`src/rtl/i2c_target_regif_if.sv`:
```
// Bus-side pins and register-file port of the I2C target, grouped for port connection.
interface i2c_target_regif_if #(
    parameter int unsigned ADDR_W = 8
);
    logic              scl_i;
    logic              sda_i;
    logic              sda_oe;
    logic [ADDR_W-1:0] reg_addr;
    logic              reg_wr;
    logic [7:0]        reg_wdata;
    logic              reg_rd;
    logic [7:0]        reg_rdata;
    logic              busy;
    logic              addressed;

    modport slave (
        input  scl_i, sda_i, reg_rdata,
        output sda_oe, reg_addr, reg_wr, reg_wdata, reg_rd, busy, addressed
    );

    modport master (
        output scl_i, sda_i, reg_rdata,
        input  sda_oe, reg_addr, reg_wr, reg_wdata, reg_rd, busy, addressed
    );
endinterface

```
`src/rtl/i2c_target_regif.sv`:
```
// I2C target: filters the bus pins, decodes START/STOP/address/data and bridges
// write/read transfers onto a synchronous register-file port through an auto-incrementing pointer.
module i2c_target_regif #(
    parameter logic [6:0]  SLV_ADR  = 7'h50,
    parameter int unsigned FILT_LEN = 4,
    parameter int unsigned ADDR_W   = 8
) (
    input logic               clk,
    input logic               rstn,
    i2c_target_regif_if.slave bus
);
    localparam int unsigned CNT_W = 4;

    typedef enum logic [3:0] {
        S_IDLE, S_ADDR, S_ADDR_ACK, S_PTR, S_PTR_ACK,
        S_WDATA, S_WDATA_ACK, S_RDATA, S_RDATA_ACK, S_IGNORE
    } state_t;

    // index 0 = SCL, index 1 = SDA; idle bus level is high
    logic [1:0]            sync1, sync2, filt, filt_p;
    logic [1:0][CNT_W-1:0] fcnt;

    always_ff @(posedge clk or negedge rstn) begin
        if (!rstn) begin
            sync1  <= 2'b11;
            sync2  <= 2'b11;
            filt   <= 2'b11;
            filt_p <= 2'b11;
            fcnt   <= '0;
        end else begin
            sync1  <= {bus.sda_i, bus.scl_i};
            sync2  <= sync1;
            filt_p <= filt;
            for (int i = 0; i < 2; i++) begin
                if (sync2[i] == filt[i]) begin
                    fcnt[i] <= '0;
                end else if (fcnt[i] == CNT_W'(FILT_LEN - 1)) begin
                    filt[i] <= sync2[i];
                    fcnt[i] <= '0;
                end else begin
                    fcnt[i] <= fcnt[i] + CNT_W'(1);
                end
            end
        end
    end

    logic scl_rise, scl_fall, start_c, stop_c, sda_f;
    assign sda_f    = filt[1];
    assign scl_rise = filt[0] & ~filt_p[0];
    assign scl_fall = ~filt[0] & filt_p[0];
    assign start_c  = filt[0] & filt_p[0] & filt_p[1] & ~filt[1];
    assign stop_c   = filt[0] & filt_p[0] & ~filt_p[1] & filt[1];

    state_t            state_q, state_d;
    logic [CNT_W-1:0]  cnt_q, cnt_d;
    logic [7:0]        sh_q, sh_d, wdata_q, wdata_d;
    logic [ADDR_W-1:0] ptr_q, ptr_d;
    logic              rw_q, rw_d, oe_q, oe_d, wr_q, wr_d, rd_q, rd_d;
    logic              rdp_q, rdp_d, busy_q, busy_d, adr_q, adr_d;
    logic              cnt8, adr_match;

    assign cnt8      = (cnt_q == CNT_W'(8));
    assign adr_match = (sh_q[7:1] == SLV_ADR);

    always_ff @(posedge clk or negedge rstn) begin
        if (!rstn) begin
            state_q <= S_IDLE;
            cnt_q   <= '0;
            sh_q    <= '0;
            wdata_q <= '0;
            ptr_q   <= '0;
            rw_q    <= 1'b0;
            oe_q    <= 1'b0;
            wr_q    <= 1'b0;
            rd_q    <= 1'b0;
            rdp_q   <= 1'b0;
            busy_q  <= 1'b0;
            adr_q   <= 1'b0;
        end else begin
            state_q <= state_d;
            cnt_q   <= cnt_d;
            sh_q    <= sh_d;
            wdata_q <= wdata_d;
            ptr_q   <= ptr_d;
            rw_q    <= rw_d;
            oe_q    <= oe_d;
            wr_q    <= wr_d;
            rd_q    <= rd_d;
            rdp_q   <= rdp_d;
            busy_q  <= busy_d;
            adr_q   <= adr_d;
        end
    end

    always_comb begin
        state_d = state_q;
        if (start_c) begin
            state_d = S_ADDR;
        end else if (stop_c) begin
            state_d = S_IDLE;
        end else begin
            case (state_q)
                S_ADDR:      if (scl_fall && cnt8) state_d = adr_match ? S_ADDR_ACK : S_IGNORE;
                S_ADDR_ACK:  if (scl_fall) state_d = rw_q ? S_RDATA : S_PTR;
                S_PTR:       if (scl_fall && cnt8) state_d = S_PTR_ACK;
                S_PTR_ACK:   if (scl_fall) state_d = S_WDATA;
                S_WDATA:     if (scl_fall && cnt8) state_d = S_WDATA_ACK;
                S_WDATA_ACK: if (scl_fall) state_d = S_WDATA;
                S_RDATA:     if (scl_fall && cnt8) state_d = S_RDATA_ACK;
                S_RDATA_ACK: begin
                    if (scl_rise && sda_f) state_d = S_IGNORE;
                    else if (scl_fall)     state_d = S_RDATA;
                end
                default: ;
            endcase
        end
    end

    always_comb begin
        cnt_d   = cnt_q;
        sh_d    = sh_q;
        wdata_d = wdata_q;
        ptr_d   = ptr_q;
        rw_d    = rw_q;
        oe_d    = oe_q;
        wr_d    = 1'b0;
        rd_d    = 1'b0;
        rdp_d   = rd_q;
        busy_d  = busy_q;
        adr_d   = adr_q;
        // read data arrives one clk after the strobe
        if (rdp_q) sh_d = bus.reg_rdata;
        if (start_c) begin
            cnt_d  = '0;
            oe_d   = 1'b0;
            busy_d = 1'b1;
            adr_d  = 1'b0;
            rdp_d  = 1'b0;
        end else if (stop_c) begin
            oe_d   = 1'b0;
            busy_d = 1'b0;
            adr_d  = 1'b0;
            rdp_d  = 1'b0;
        end else begin
            case (state_q)
                S_ADDR, S_PTR, S_WDATA: begin
                    if (scl_rise) begin
                        sh_d  = {sh_q[6:0], sda_f};
                        cnt_d = cnt_q + CNT_W'(1);
                        if (state_q == S_WDATA && cnt_q == CNT_W'(7)) begin
                            wr_d    = 1'b1;
                            wdata_d = {sh_q[6:0], sda_f};
                        end
                    end else if (scl_fall && cnt8) begin
                        if (state_q == S_ADDR) begin
                            if (adr_match) begin
                                oe_d  = 1'b1;
                                adr_d = 1'b1;
                                rw_d  = sh_q[0];
                                rd_d  = sh_q[0];
                            end
                        end else begin
                            oe_d = 1'b1;
                            if (state_q == S_PTR) ptr_d = ADDR_W'(sh_q);
                        end
                    end
                end
                S_ADDR_ACK, S_PTR_ACK, S_WDATA_ACK: begin
                    if (scl_fall) begin
                        cnt_d = '0;
                        oe_d  = 1'b0;
                        if (state_q == S_WDATA_ACK) ptr_d = ptr_q + ADDR_W'(1);
                        if (state_q == S_ADDR_ACK && rw_q) begin
                            oe_d  = ~sh_q[7];
                            sh_d  = {sh_q[6:0], 1'b0};
                            cnt_d = CNT_W'(1);
                        end
                    end
                end
                S_RDATA: begin
                    if (scl_fall) begin
                        if (cnt8) begin
                            oe_d = 1'b0;
                        end else begin
                            oe_d  = ~sh_q[7];
                            sh_d  = {sh_q[6:0], 1'b0};
                            cnt_d = cnt_q + CNT_W'(1);
                        end
                    end
                end
                S_RDATA_ACK: begin
                    if (scl_rise && !sda_f) begin
                        ptr_d = ptr_q + ADDR_W'(1);
                        rd_d  = 1'b1;
                    end else if (scl_fall) begin
                        oe_d  = ~sh_q[7];
                        sh_d  = {sh_q[6:0], 1'b0};
                        cnt_d = CNT_W'(1);
                    end
                end
                default: ;
            endcase
        end
    end

    assign bus.sda_oe    = oe_q;
    assign bus.reg_addr  = ptr_q;
    assign bus.reg_wr    = wr_q;
    assign bus.reg_wdata = wdata_q;
    assign bus.reg_rd    = rd_q;
    assign bus.busy      = busy_q;
    assign bus.addressed = adr_q;
endmodule
```
`src/flat_wrapper.sv`:
```
// flat-port wrapper written by rule: the top's interface ports become plain ports
module i2c_target_regif_flat 
#(
    parameter logic [6:0]  SLV_ADR  = 7'h50,
    parameter int unsigned FILT_LEN = 4,
    parameter int unsigned ADDR_W   = 8
)
  (clk, rstn, bus_scl_i, bus_sda_i, bus_reg_rdata, bus_sda_oe, bus_reg_addr, bus_reg_wr, bus_reg_wdata, bus_reg_rd, bus_busy, bus_addressed);
  i2c_target_regif_if #(.ADDR_W(ADDR_W)) bus_i ();
  input logic clk;
  input logic rstn;
  input wire logic [$bits(bus_i.scl_i)-1:0] bus_scl_i;
  input wire logic [$bits(bus_i.sda_i)-1:0] bus_sda_i;
  input wire logic [$bits(bus_i.reg_rdata)-1:0] bus_reg_rdata;
  output wire logic [$bits(bus_i.sda_oe)-1:0] bus_sda_oe;
  output wire logic [$bits(bus_i.reg_addr)-1:0] bus_reg_addr;
  output wire logic [$bits(bus_i.reg_wr)-1:0] bus_reg_wr;
  output wire logic [$bits(bus_i.reg_wdata)-1:0] bus_reg_wdata;
  output wire logic [$bits(bus_i.reg_rd)-1:0] bus_reg_rd;
  output wire logic [$bits(bus_i.busy)-1:0] bus_busy;
  output wire logic [$bits(bus_i.addressed)-1:0] bus_addressed;
  assign bus_i.scl_i = bus_scl_i;
  assign bus_i.sda_i = bus_sda_i;
  assign bus_i.reg_rdata = bus_reg_rdata;
  assign bus_sda_oe = bus_i.sda_oe;
  assign bus_reg_addr = bus_i.reg_addr;
  assign bus_reg_wr = bus_i.reg_wr;
  assign bus_reg_wdata = bus_i.reg_wdata;
  assign bus_reg_rd = bus_i.reg_rd;
  assign bus_busy = bus_i.busy;
  assign bus_addressed = bus_i.addressed;
  i2c_target_regif #(.SLV_ADR(SLV_ADR), .FILT_LEN(FILT_LEN), .ADDR_W(ADDR_W)) u_core (.clk(clk), .rstn(rstn), .bus(bus_i));
endmodule
```
`config.mk`:
```
export PLATFORM = sky130hd
export DESIGN_NAME = i2c_target_regif_flat
export DESIGN_NICKNAME = d
export VERILOG_FILES = /design/src/rtl/i2c_target_regif_if.sv /design/src/rtl/i2c_target_regif.sv /design/src/flat_wrapper.sv
export SDC_FILE = /design/constraint.sdc
export NUM_CORES = 1
export LEC_CHECK = 0
export CAP_MARGIN = 30
export CORE_MARGIN = 2
export CORE_UTILIZATION = 57
export CTS_CLUSTER_SIZE = 14
export DETAILED_ROUTE_END_ITERATION = 6
export GPL_ROUTABILITY_DRIVEN = 0
export PLACE_DENSITY = 0.82
export SYNTH_ARGS = -nofsm -noshare
export SYNTH_HDL_FRONTEND = slang
export SYNTH_SLANG_ARGS = --single-unit
```
`constraint.sdc`:
```
create_clock -name clk -period 2.4 [get_ports clk]
set_input_delay 0.24 -clock clk [delete_from_list [all_inputs] [get_ports clk]]
set_output_delay 0.24 -clock clk [all_outputs]
set_load 0.02 [all_outputs]
```
==> results.sh <==
export IMPL_synthSimpleGateAreaFrac=0.183
export IMPL_ys_async_sr_fraction=1.00
export IMPL_hold_slack_ns=0.308
export IMPL_place_hpwl_mm=5.16
export IMPL_fin_worst_skew_ns=0.00957
export IMPL_clkLatencyLatePin_ns=0.31
export IMPL_ir_drop_uv=837
export IMPL_p_total_w=0.00370
export IMPL_num_vias=2587
export IMPL_yosysWarnings=0
export IMPL_final_area_sq_mm=0.00368
export IMPL_outcome="completed"
export IMPL_crit_required_ns=2.59
export IMPL_synth_seq_cells=55
export IMPL_dpl_instance_area_sq_mm=0.00354
export IMPL_wl_per_cell_um=16.8
export IMPL_cts_setup_buffers=0
export IMPL_synth_compound_area_frac=0.196
export IMPL_yosysMostFrequentCell="dfrtp_1"
export IMPL_clkSlewWorstSetupHoldPaths_ns=0.10
export IMPL_max_slew_margin=0.524
export IMPL_slew_viol_final=0
export IMPL_area_growth_pct=18.3
export IMPL_finalSetupTns_ns=0
export IMPL_synth_edf_count=0
export IMPL_grt_overflow=0
export IMPL_drtPass1Iterations=5
export IMPL_drc=0
export IMPL_r2r_cells=7
export IMPL_tightest_slew_ns=0.712
export IMPL_start_util=0.598
export IMPL_synth_top_family_by_area="compound AO/OA/AOI/OAI gates"
export IMPL_period_needed_ns=2.16
export IMPL_max_freq_ghz=0.464
export IMPL_power_switching_w=0.00141
export IMPL_syn_inst=313
export IMPL_grt_setup_unrepaired="false"
export IMPL_avgViaCountPerCell=6.14
export IMPL_coreArea_sq_mm=0.00520
export IMPL_maxCapViolCount=0
export IMPL_clkSinkCount=55
export IMPL_grt_pass1_vias=2440
export IMPL_yosysSeqAreaShare=0.445
export IMPL_setup_viol=0
export IMPL_seqPwrFrac=0.389
export IMPL_dieArea_sq_mm=0.00607
export IMPL_n_antenna_cell=0
export IMPL_rows=26
export IMPL_worst_setup_path_end_kind="flop"
export IMPL_synth_xor_area_frac=0.0141
export IMPL_grt_max_degree=29
export IMPL_synth_mux_area_fraction=0.102
export IMPL_die_x_um=77.9
export IMPL_drive_gt1_frac=0.188
export IMPL_syn_cell_area_sq_mm=0.00311
export IMPL_grt_use_total=0.245
export IMPL_grt_pass1_wl_mm=11.9
export IMPL_antenna_left=0
export IMPL_path_class="flop to flop"
export IMPL_synth_top_area_frac=0.378
export IMPL_finalHoldViolCount=0
export IMPL_p_sw_frac=0.380
export IMPL_worstPathMaxFanout=7
export IMPL_num_fill_cells=392
export IMPL_pwr_density_cell_mw_per_mm2=1010
export IMPL_die_h_um=77.9
export IMPL_io_pins=33
export IMPL_synth_flop_cell="dfrtp_1"
export IMPL_hold_path_class="primary input to async pin"
export IMPL_cts_htree_levels=2
export IMPL_worst_ep_arrival_time_ns=2.35
export IMPL_synth_top_area_cell="dfrtp_1"
export IMPL_clockBufferDepth=2
export IMPL_avgSynthCellArea_sq_um=9.95
export IMPL_synthesis_nets=330
export IMPL_intPower_w=0.00230
export IMPL_nNetsFinal=367
export IMPL_start_kind="flop"
export IMPL_p_clk_frac=0.191
export IMPL_drt_iter0_drc=388
export IMPL_io_buffers=32
export IMPL_root_buffer="clkbuf_8"
export IMPL_wirelength_mm=7.07
export IMPL_yosys_top_cells_area="dfrtp_1 38%, mux2_2 8.0%, dfstp_2 6.7%"
export IMPL_yosys_top_cells_count="47 x dfrtp_1, 24 x a21oi_1, 23 x nor2_1"
export IMPL_leakagePower_nw=1.59
export IMPL_antenna_found_initial=0
export IMPL_finalCritPeriodShare=0.899
export IMPL_cts_buffers_inserted=5
export IMPL_synth_adder_area_share=0.0201
export IMPL_synth_cell_types=59
export IMPL_cts_tree="yes"
export IMPL_pwr_share_comb=0.420
[cell families (layout without fill, tap and decap cells)]
logic type | Yosys count | count (layout)
AND/OR/NAND/NOR | 106 | 106
AO/OA/AOI/OAI | 85 | 85
flip-flops | 55 | 55
multiplexers | 29 | 29
buffers and inverters | 28 | 66
adder cells (fa/ha/maj) | 5 | 5
XOR/XNOR | 5 | 5
[worst max-delay path, cell delays in order (launching register included)]
cell and delay [ns]:
dfrtp_1 0.44, inv_1 0.10, ha_1 0.18, and3b_1 0.22
nor3_1 0.06, o21ai_0 0.25, o21a_1 0.41, mux2_2 0.38
[metal layers]
metal	wire length [um]	share of wire	vias to the layer above	track usage
met5	0	0	-	0
met4	70	0.0099	0	0.0439
met3	506	0.072	9	0.0570
met2	3410	0.48	112	0.400
met1	3090	0.44	1244	0.338
li1	-	-	1222	-
[power groups by stage]
stage,Clock [W],Sequential (W),Combinational (W)
final,0.000708,0.00144,0.00156
after global routing,0.000759,0.00148,0.00171
after CTS,0.000715,0.00143,0.00154
after detailed placement,0,0.00145,0.00153
after global placement,0,0.00144,0.00150
after floorplan,0,0.00136,0.00117
[placed cells by master, fill, tap and decap left out, types with 3 or more instances in the layout]
cell type and n:
or2_2 5, mux2i_1 7, nand2_1 17, nor2b_1 8, ha_1 5, nor3_1 9
dfrtp_1 47, clkdlybuf4s50_1 31, inv_1 11, o22a_1 6, a21oi_1 24, and3_1 3
nand2b_1 9, nor2_1 23, buf_4 14, a21o_1 3, nand3b_1 4, nor3b_1 5
dfstp_2 8, nand3_1 11, o21ai_0 10, a31oi_1 5, o211ai_1 3, o22ai_1 7
xnor2_1 3, mux2_2 22, clkbuf_8 5
[area by class of cell]
type | instances | area (sq um) | share of cell area
multi-input combinational | 230 | 1610 | 0.436
sequential | 55 | 1390 | 0.376
timing repair buffer | 47 | 430 | 0.117
tap | 70 | 87.6 | 0.0238
clock buffer | 6 | 72.6 | 0.0197
clock inverter | 2 | 60.1 | 0.0163
inverter | 11 | 41.3 | 0.0112
[metrics by stage]
step / utilization / instances / worst slack (ns)
2_1_floorplan: - / 313 / 0.436
3_3_place_gp: 0.680 / 412 / 0.366
3_5_place_dp: 0.680 / 412 / 0.316
4_1_cts: 0.708 / 421 / 0.273
5_1_grt: 0.708 / 421 / 0.0981
6_report: 0.708 / 421 / 0.243
[final timing paths]
check                                start                to  slack, ns
min reg2reg                u_core.sync1[1]   u_core.sync2[1]       0.36
min in group clk                 bus_sda_i   u_core.sync1[1]       0.34
max                        u_core.cnt_q[0]    u_core.sh_q[5]       0.24
max reg2reg                u_core.cnt_q[0]    u_core.sh_q[5]       0.24
max in group asynchronous             rstn  u_core.filt_p[1]       1.45
min                                   rstn    u_core.sh_q[1]       0.31
[repair_timing]
| item | CTS | global route |
|---|---|---|
| hold buffers | 1 | 0 |
| hold endpoints to repair | 7 | 0 |
| resized for setup | 0 | 0 |
[registers in the layout, summed over array words and instances, names as in the netlist]
register and cells:
u_core.sync1 2, u_core.bus.addressed 1, u_core.bus.busy 1, u_core.rw_q 1
u_core.bus.reg_rd 1, u_core.bus.sda_oe 1, u_core.sync2 2, u_core.filt_p 2
u_core.fcnt 8, u_core.bus.reg_wdata 8, u_core.cnt_q 4, u_core.bus.reg_wr 1
u_core.rdp_q 1, u_core.state_q 4, u_core.sh_q 8, u_core.bus.reg_addr 8
u_core.filt 2
No activity file was read; power rests on OpenSTA's default activity.
